### config.mk
export PLATFORM = sky130hd
export DESIGN_NAME = rca32_accumulator
export DESIGN_NICKNAME = d
export VERILOG_FILES = /design/src/rtl/rca_pkg.sv /design/src/rtl/rca32_accumulator_fulladdr.sv /design/src/rtl/rca32_accumulator.sv
export SDC_FILE = /design/constraint.sdc
export NUM_CORES = 1
export LEC_CHECK = 0
export CORE_MARGIN = 1.5
export CORE_UTILIZATION = 30
export CTS_BUF_LIST = sky130_fd_sc_hd__clkbuf_8
export DETAILED_ROUTE_END_ITERATION = 10
export MAX_ROUTING_LAYER = met4
export RECOVER_POWER = 100
export SETUP_SLACK_MARGIN = 0.15
export SLEW_MARGIN = 20
export SYNTH_ARGS = -nofsm -noshare
export SYNTH_HDL_FRONTEND = slang
export SYNTH_HIERARCHICAL = 1
export SYNTH_SLANG_ARGS = --single-unit
### constraint.sdc
create_clock -name clk -period 18.7 [get_ports clk]
set_input_delay 2.805 -clock clk [delete_from_list [all_inputs] [get_ports clk]]
set_output_delay 2.805 -clock clk [all_outputs]
set_load 0.03 [all_outputs]
### src/rtl/rca_pkg.sv
// Shared sizing defaults and FSM state encoding for the ripple-carry accumulator.
package rca_pkg;

    localparam int WIDTH = 32;
    localparam int CNT_W = 8;

    typedef enum logic {
        ST_ACC  = 1'b0,
        ST_HOLD = 1'b1
    } state_t;

endpackage

### src/rtl/rca32_accumulator_fulladdr.sv
// 32-bit ripple-carry adder built from a chain of single-bit full adders.
module fulladdr_32_bit (
    output logic [31:0] sum,
    output logic        c_out,
    input  logic [31:0] a,
    input  logic [31:0] b,
    input  logic        c_in
);

    logic [32:0] w_carry;

    assign w_carry[0] = c_in;

    // Explicit per-bit chain so the carry really ripples through all 32 cells.
    for (genvar g = 0; g < 32; g++) begin : g_bit
        assign sum[g]       = a[g] ^ b[g] ^ w_carry[g];
        assign w_carry[g+1] = (a[g] & b[g]) | (w_carry[g] & (a[g] ^ b[g]));
    end

    assign c_out = w_carry[32];

endmodule

### src/rtl/rca32_accumulator.sv
// Burst accumulator: sums operands through one ripple-carry adder and presents
// the 40-bit total (carry-count high word + low word) on a valid/ready output.
//
//  state   | meaning
//  ST_ACC  | accepting operands, in_ready=1
//  ST_HOLD | result presented, waiting for out_ready
module rca32_accumulator
    import rca_pkg::*;
#(
    parameter int WIDTH = rca_pkg::WIDTH,
    parameter int CNT_W = rca_pkg::CNT_W
) (
    input  logic             clk,
    input  logic             rst,
    input  logic             in_valid,
    output logic             in_ready,
    input  logic [WIDTH-1:0] in_data,
    input  logic             in_last,
    output logic             out_valid,
    input  logic             out_ready,
    output logic [WIDTH-1:0] out_sum,
    output logic [CNT_W-1:0] out_hi,
    output logic [CNT_W-1:0] out_count,
    output logic             out_sat
);

    localparam logic [CNT_W-1:0] CNT_ONE = {{(CNT_W-1){1'b0}}, 1'b1};
    localparam logic [CNT_W-1:0] CNT_MAX = {CNT_W{1'b1}};

    state_t r_state;
    state_t w_state_nxt;

    logic [WIDTH-1:0] r_acc;
    logic [CNT_W-1:0] r_hi;
    logic [CNT_W-1:0] r_count;
    logic             r_sat;

    logic [WIDTH-1:0] w_sum;
    logic             w_c_out;
    logic             w_in_hs;
    logic             w_out_hs;
    logic             w_hi_wrap;
    logic             w_cnt_wrap;

    fulladdr_32_bit u_adder (
        .sum   (w_sum),
        .c_out (w_c_out),
        .a     (r_acc),
        .b     (in_data),
        .c_in  (1'b0)
    );

    assign w_in_hs    = in_valid & in_ready;
    assign w_out_hs   = out_valid & out_ready;
    assign w_hi_wrap  = w_c_out & (r_hi == CNT_MAX);
    assign w_cnt_wrap = (r_count == CNT_MAX);

    always_ff @(posedge clk) begin
        if (rst) begin
            r_state <= ST_ACC;
        end else begin
            r_state <= w_state_nxt;
        end
    end

    always_comb begin
        w_state_nxt = r_state;
        case (r_state)
            ST_ACC:  if (w_in_hs && in_last) w_state_nxt = ST_HOLD;
            ST_HOLD: if (w_out_hs)           w_state_nxt = ST_ACC;
            default:                         w_state_nxt = ST_ACC;
        endcase
    end

    // Handshake flags depend on the state register only, never on the peer's strobe.
    always_comb begin
        in_ready  = 1'b0;
        out_valid = 1'b0;
        case (r_state)
            ST_ACC:  in_ready  = 1'b1;
            ST_HOLD: out_valid = 1'b1;
            default: in_ready  = 1'b0;
        endcase
    end

    always_ff @(posedge clk) begin
        if (rst || w_out_hs) begin
            r_acc   <= '0;
            r_hi    <= '0;
            r_count <= '0;
            r_sat   <= 1'b0;
        end else if (w_in_hs) begin
            r_acc <= w_sum;
            if (w_c_out && !w_hi_wrap) begin
                r_hi <= r_hi + CNT_ONE;
            end
            if (!w_cnt_wrap) begin
                r_count <= r_count + CNT_ONE;
            end
            if (w_hi_wrap || w_cnt_wrap) begin
                r_sat <= 1'b1;
            end
        end
    end

    assign out_sum   = r_acc;
    assign out_hi    = r_hi;
    assign out_count = r_count;
    assign out_sat   = r_sat;

endmodule

Yosys cells after proc, flatten, opt, wreduce, memory -nomap -nowiden --
Index checks and enable logic that the tools add are counted.
Cells by class: add/sub/neg operators 2, equal/unequal tests 2, muxes and demuxes 5, bitwise logic cells 162, reduce and logical (&&, ||, !) cells 8
Operators by type and width (number):
- $and A1 B1 Y1 | 66
- $xor A1 B1 Y1 | 63
- $or A1 B1 Y1 | 31
- $add A8 B1 Y8 const B | 2
- $eq A8 B8 Y1 const B | 2
- $reduce_and A2 Y1 | 3
- $mux W1 | 4
- $logic_and A1 B1 Y1 | 2
- $logic_or A1 B1 Y1 | 2
- $not A1 Y1 | 2
- $pmux W1 S2 | 1
- $logic_not A1 Y1 | 1
Storage, ports and cells: register bits after elaboration 50, output and inout port bits 51, logic and storage cells 184

Logic depth before layout (Yosys ltp) --
word-level depth 67, gate-level depth with buffers 40

Cells and area by module --
Netlist, hierarchy kept.
Modules (own cells, without submodules):
- rca32_accumulator | instances 1, cells an instance 235, area an instance 1958.1 um^2
- fulladdr_32_bit | instances 1, cells an instance 42, area an instance 678.2 um^2

Worst setup path after synthesis --
Ideal clock, no wire load.
path type in2reg, from in in_data[0], to reg r_hi[1], in the netlist out_hi[1], library setup time 0.128 ns, data arrival time 15.169 ns, required time 18.572 ns, path slack 3.404 ns, stages on the path 40, buffers on the path 0, cell sequence fa_1 -> fa_1 -> fa_1 -> fa_1 -> fa_1 -> fa_1 -> fa_1 -> fa_1 -> fa_1 -> fa_1 -> fa_1 -> fa_1 -> fa_1 -> fa_1 -> fa_1 -> fa_1 -> inv_1 -> fa_1 -> [... 4 more ...] -> fa_1 -> fa_1 -> fa_1 -> fa_1 -> fa_1 -> fa_1 -> fa_1 -> fa_1 -> fa_1 -> fa_1 -> fa_1 -> inv_1 -> fa_1 -> inv_1 -> nand3b_4 -> o21bai_4 -> mux2i_1 -> nor2_1
On the way: cells in the longest elaborated chain, start to end 67
RTL lines:
- start, declared | line rca32_accumulator.sv:17 | input logic [WIDTH-1:0] in_data,
- $and A1 B1 Y1 (*) (2 in series) | line rca32_accumulator_fulladdr.sv:17 | assign w_carry[g+1] = (a[g] & b[g]) | (w_carry[g] & (a[g] ^ b[g]));
- $or A1 B1 Y1 (*) | line rca32_accumulator_fulladdr.sv:17
- $and A1 B1 Y1 (*) | line rca32_accumulator_fulladdr.sv:17
- $or A1 B1 Y1 (*) | line rca32_accumulator_fulladdr.sv:17
- $and A1 B1 Y1 (*) | line rca32_accumulator_fulladdr.sv:17
- $or A1 B1 Y1 (*) | line rca32_accumulator_fulladdr.sv:17
- $and A1 B1 Y1 (*) | line rca32_accumulator_fulladdr.sv:17
- $or A1 B1 Y1 (*) | line rca32_accumulator_fulladdr.sv:17
- [... 51 more ...]
- $or A1 B1 Y1 (*) | line rca32_accumulator_fulladdr.sv:17
- $and A1 B1 Y1 (*) | line rca32_accumulator_fulladdr.sv:17
- $or A1 B1 Y1 (*) | line rca32_accumulator_fulladdr.sv:17
- named net w_c_out | line rca32_accumulator.sv:39 | logic w_c_out;
- $and A1 B1 Y1 | line rca32_accumulator.sv:55 | assign w_hi_wrap = w_c_out & (r_hi == CNT_MAX);
- $logic_not A1 Y1 | line rca32_accumulator.sv:94 | if (w_c_out && !w_hi_wrap) begin
- $logic_and A1 B1 Y1 (*) | line rca32_accumulator.sv:94
- $reduce_and A2 Y1 (no source line) (*)
- end signal, assigned | line rca32_accumulator.sv:95 | r_hi <= r_hi + CNT_ONE;
- end, declared | line rca32_accumulator.sv:34 | logic [CNT_W-1:0] r_hi;
Mark *: on every way through the listed nets, which the timed path passes. The rest lies on a longest branch. A chain may end at the register's enable or synchronous reset.

Final worst setup path --
Same ends and word-level chain as after synthesis.

==> metrics <==
status=finished with violations; failing checks=max-capacitance violations, max-slew violations; unrepaired setup endpoints after global routing=no; Post-Route WL=6.005 mm; via count=2225; Hold Path Stages=2; first-pass GRT wire length=between 10 and 15 mm; most common flop cell mapped by yosys=dfxtp_1; CTS Sinks=50; DP Wirelength=4.494 mm; die height=around 97 um; Worst-path clk slew=roughly 0.090 ns; Fin. Hold Viols=0; FF-to-FF Start=out_sum[0]; f_max=0.06092 GHz; total grt overflow=0; fin util=0.4325; Seq pwr share=0.416; worst endpoint required time=18.81 ns; DP Cell Count=463; pwr/cell area=~80 mW/mm^2; Longest Clk Path Bufs=2; Max-Cap Viols=1; DR iter-0 viols=79; Mapped Nets=348; Avg Inst Size Synth=between 9 and 10 um^2; Design Area, Final=between 0.003 and 0.004 mm^2; most common cell after layout, fill and taps aside=nand2_1; Die ar.=0.009359 mm^2; clock power share=0.310; post-synthesis sequential area ratio=0.3797; GRT Total Usage=0.1395; max_slew headroom=-0.4759; pin slew with the least headroom to its limit=between 2 and 2.5 ns; area delta synth->final=41.67%; hold buffer count at cts=0; number of CTS-inserted buffers=5; WHS Endpoint=out_sat; pin count of the biggest net entering global routing=51; switching power=92.18 uW; Clock Latency Late Sink=0.30 ns; area post-placement=0.003620 mm^2; Core Region=0.008636 mm^2; Synth warnings=6; fin crit share=0.8778; FF-to-FF setup slack=4.99 ns; Mapped Cells=roughly 280; initial antenna violation count=0; synthesized area=0.002636 mm^2; CP max-delay cell=dlygate4sd3_1; CTS tree=done; Pwr Total=around 300 uW; post-CTS setup buffer count=0; CTS Root Cell=clkbuf_8; Power Internal=208.1 uW; IO Count=slightly below 90; Max Clock Skew=0.007424 ns; CP max stage delay=0.56 ns; vias in the first global route=2237; CP most frequent cell=fa_1; share of layout cells above drive strength 1=0.04132; DRT Pass-1 Iters=4; Ant. Diodes=0; number of remaining DRC errors=0; RR Endpoint=out_hi[1]; crit start category=input port; GPL Wtd Cong=0.7690; asr flop ratio synth=0; Nets=about 430; number of flops mapped to enable cells by yosys=0; Max Transition Viols Final=51; most frequent cells in the layout=nand2_1 (72), dlygate4sd3_1 (53), dfxtp_1 (50), a21oi_1 (40), clkdlybuf4s50_1 (34); vias per cell=4.724; Final min period=around 16 ns; Finished Layout Cells=471; CP endpoint kind=flop; Yosys cell types=32; std cell rows=34; crit-path max FO=9; Comb pwr share=0.275; Sw Ratio=0.3070; # resized after CTS=0; worst vdd ir=47.72 uV; Port Buf Inserts=87; Hold Startpoint=out_sat; antenna viol nets, final=0; Synth Register Bits=50; Worst Reg-to-Reg Cells=40; Setup Crit Path Kind=in2reg; CTS H-tree lvls=2; Setup-failing EPs final=0; crit path DAT=16.53 ns; Hold Crit Class=reg2reg; Initial Util=0.3053; TNS Setup=0 ns; Avg WL per Cell=12.75 um; die width=96.74 um; static leakage=1.581 nW
-- sequential cells by signal, summed over array words and instances, names as in the netlist --
name / count
out_count: 8
out_hi: 8
out_sat: 1
out_sum: 32
r_state: 1
-- cell usage after synthesis, types with 3 or more instances --
cell	instances	area [um^2]
nand2_1	72	270.3
dfxtp_1	50	1001
a21oi_1	40	200.2
fa_1	32	640.6
inv_1	11	41.29
nor2_1	11	41.29
clkbuf_1	10	37.54
nand3_1	6	30.03
o211ai_1	5	37.54
xor2_1	5	43.79
or4_1	4	30.03
o21ai_0	3	15.01
o31ai_1	3	22.52
or3_1	3	18.77
-- worst max path at each step --
stage                           from         to  slack (ns)
final                     in_data[0]  out_hi[1]        2.28
after global routing      in_data[0]  out_hi[1]        1.79
after CTS                 in_data[0]  out_hi[1]        2.73
after detailed placement  in_data[0]  out_hi[1]        2.43
after global placement    in_data[0]  out_hi[1]        2.55
after floorplan           in_data[0]  out_hi[1]        3.40
-- cell families (layout without fill, tap and decap cells) --
kind of cell               count (synthesis)  count (layout)  synth area share
AOI/OAI and AO/OA                         57              57            0.1300
other                                      1               1          0.001422
adders and majority gates                 34              34            0.2525
buffers and inverters                     24             110           0.03512
DFF                                       50              50            0.3797
muxes                                      2               2          0.007594
xor gates and xnor gates                   6               6           0.01993
and+or+nand+nor                          103             103            0.1737
-- worst max-delay path, delay by kind of cell --
family | cells | cell delay, ns
simple gates | 2 | 0.20
mux | 1 | 0.26
buf+inv | 5 | 0.82
fa+ha+maj | 32 | 12.08
compound gates | 1 | 0.34
-- per-layer routing --
metal | share of wire | GRT usage | wire, um | vias to the layer above
met5 | 0 | - | 0 | -
met4 | 0.013 | 0.03679 | 78 | 0
met3 | 0.042 | 0.02962 | 250 | 7
met2 | 0.48 | 0.2238 | 2905 | 60
met1 | 0.46 | 0.1799 | 2769 | 1071
li1 | - | - | - | 1087
-- power by group through the flow --
| stage | logic, mW | clock network [mW] | registers (mW) |
|---|---|---|---|
| global placement | 0.0856 | 0 | 0.128 |
| detailed placement | 0.0867 | 0 | 0.128 |
| global route | 0.0925 | 0.0996 | 0.127 |
| floorplan | 0.0341 | 0 | 0.144 |
| CTS | 0.0871 | 0.0969 | 0.126 |
| finish | 0.0825 | 0.0930 | 0.125 |
-- area by class of cell --
type	instances	area [um^2]
multi-input cells	203	1521
fillers	848	4901
well taps	108	135.1
inverters	12	45.04
clock buffers	6	82.58
clock inverters	2	60.06
repair buffers	90	889.6
flip-flops and latches	50	1001
-- per-stage QoR --
stage	worst slack, ns	hold slack, ns
floorplan	3.404	0.5787
global placement	2.553	0.4650
detailed placement	2.426	0.4643
CTS	2.726	0.4786
global route	1.787	0.4914
finish	2.284	0.4721
(Power assumes the default switching activity.)
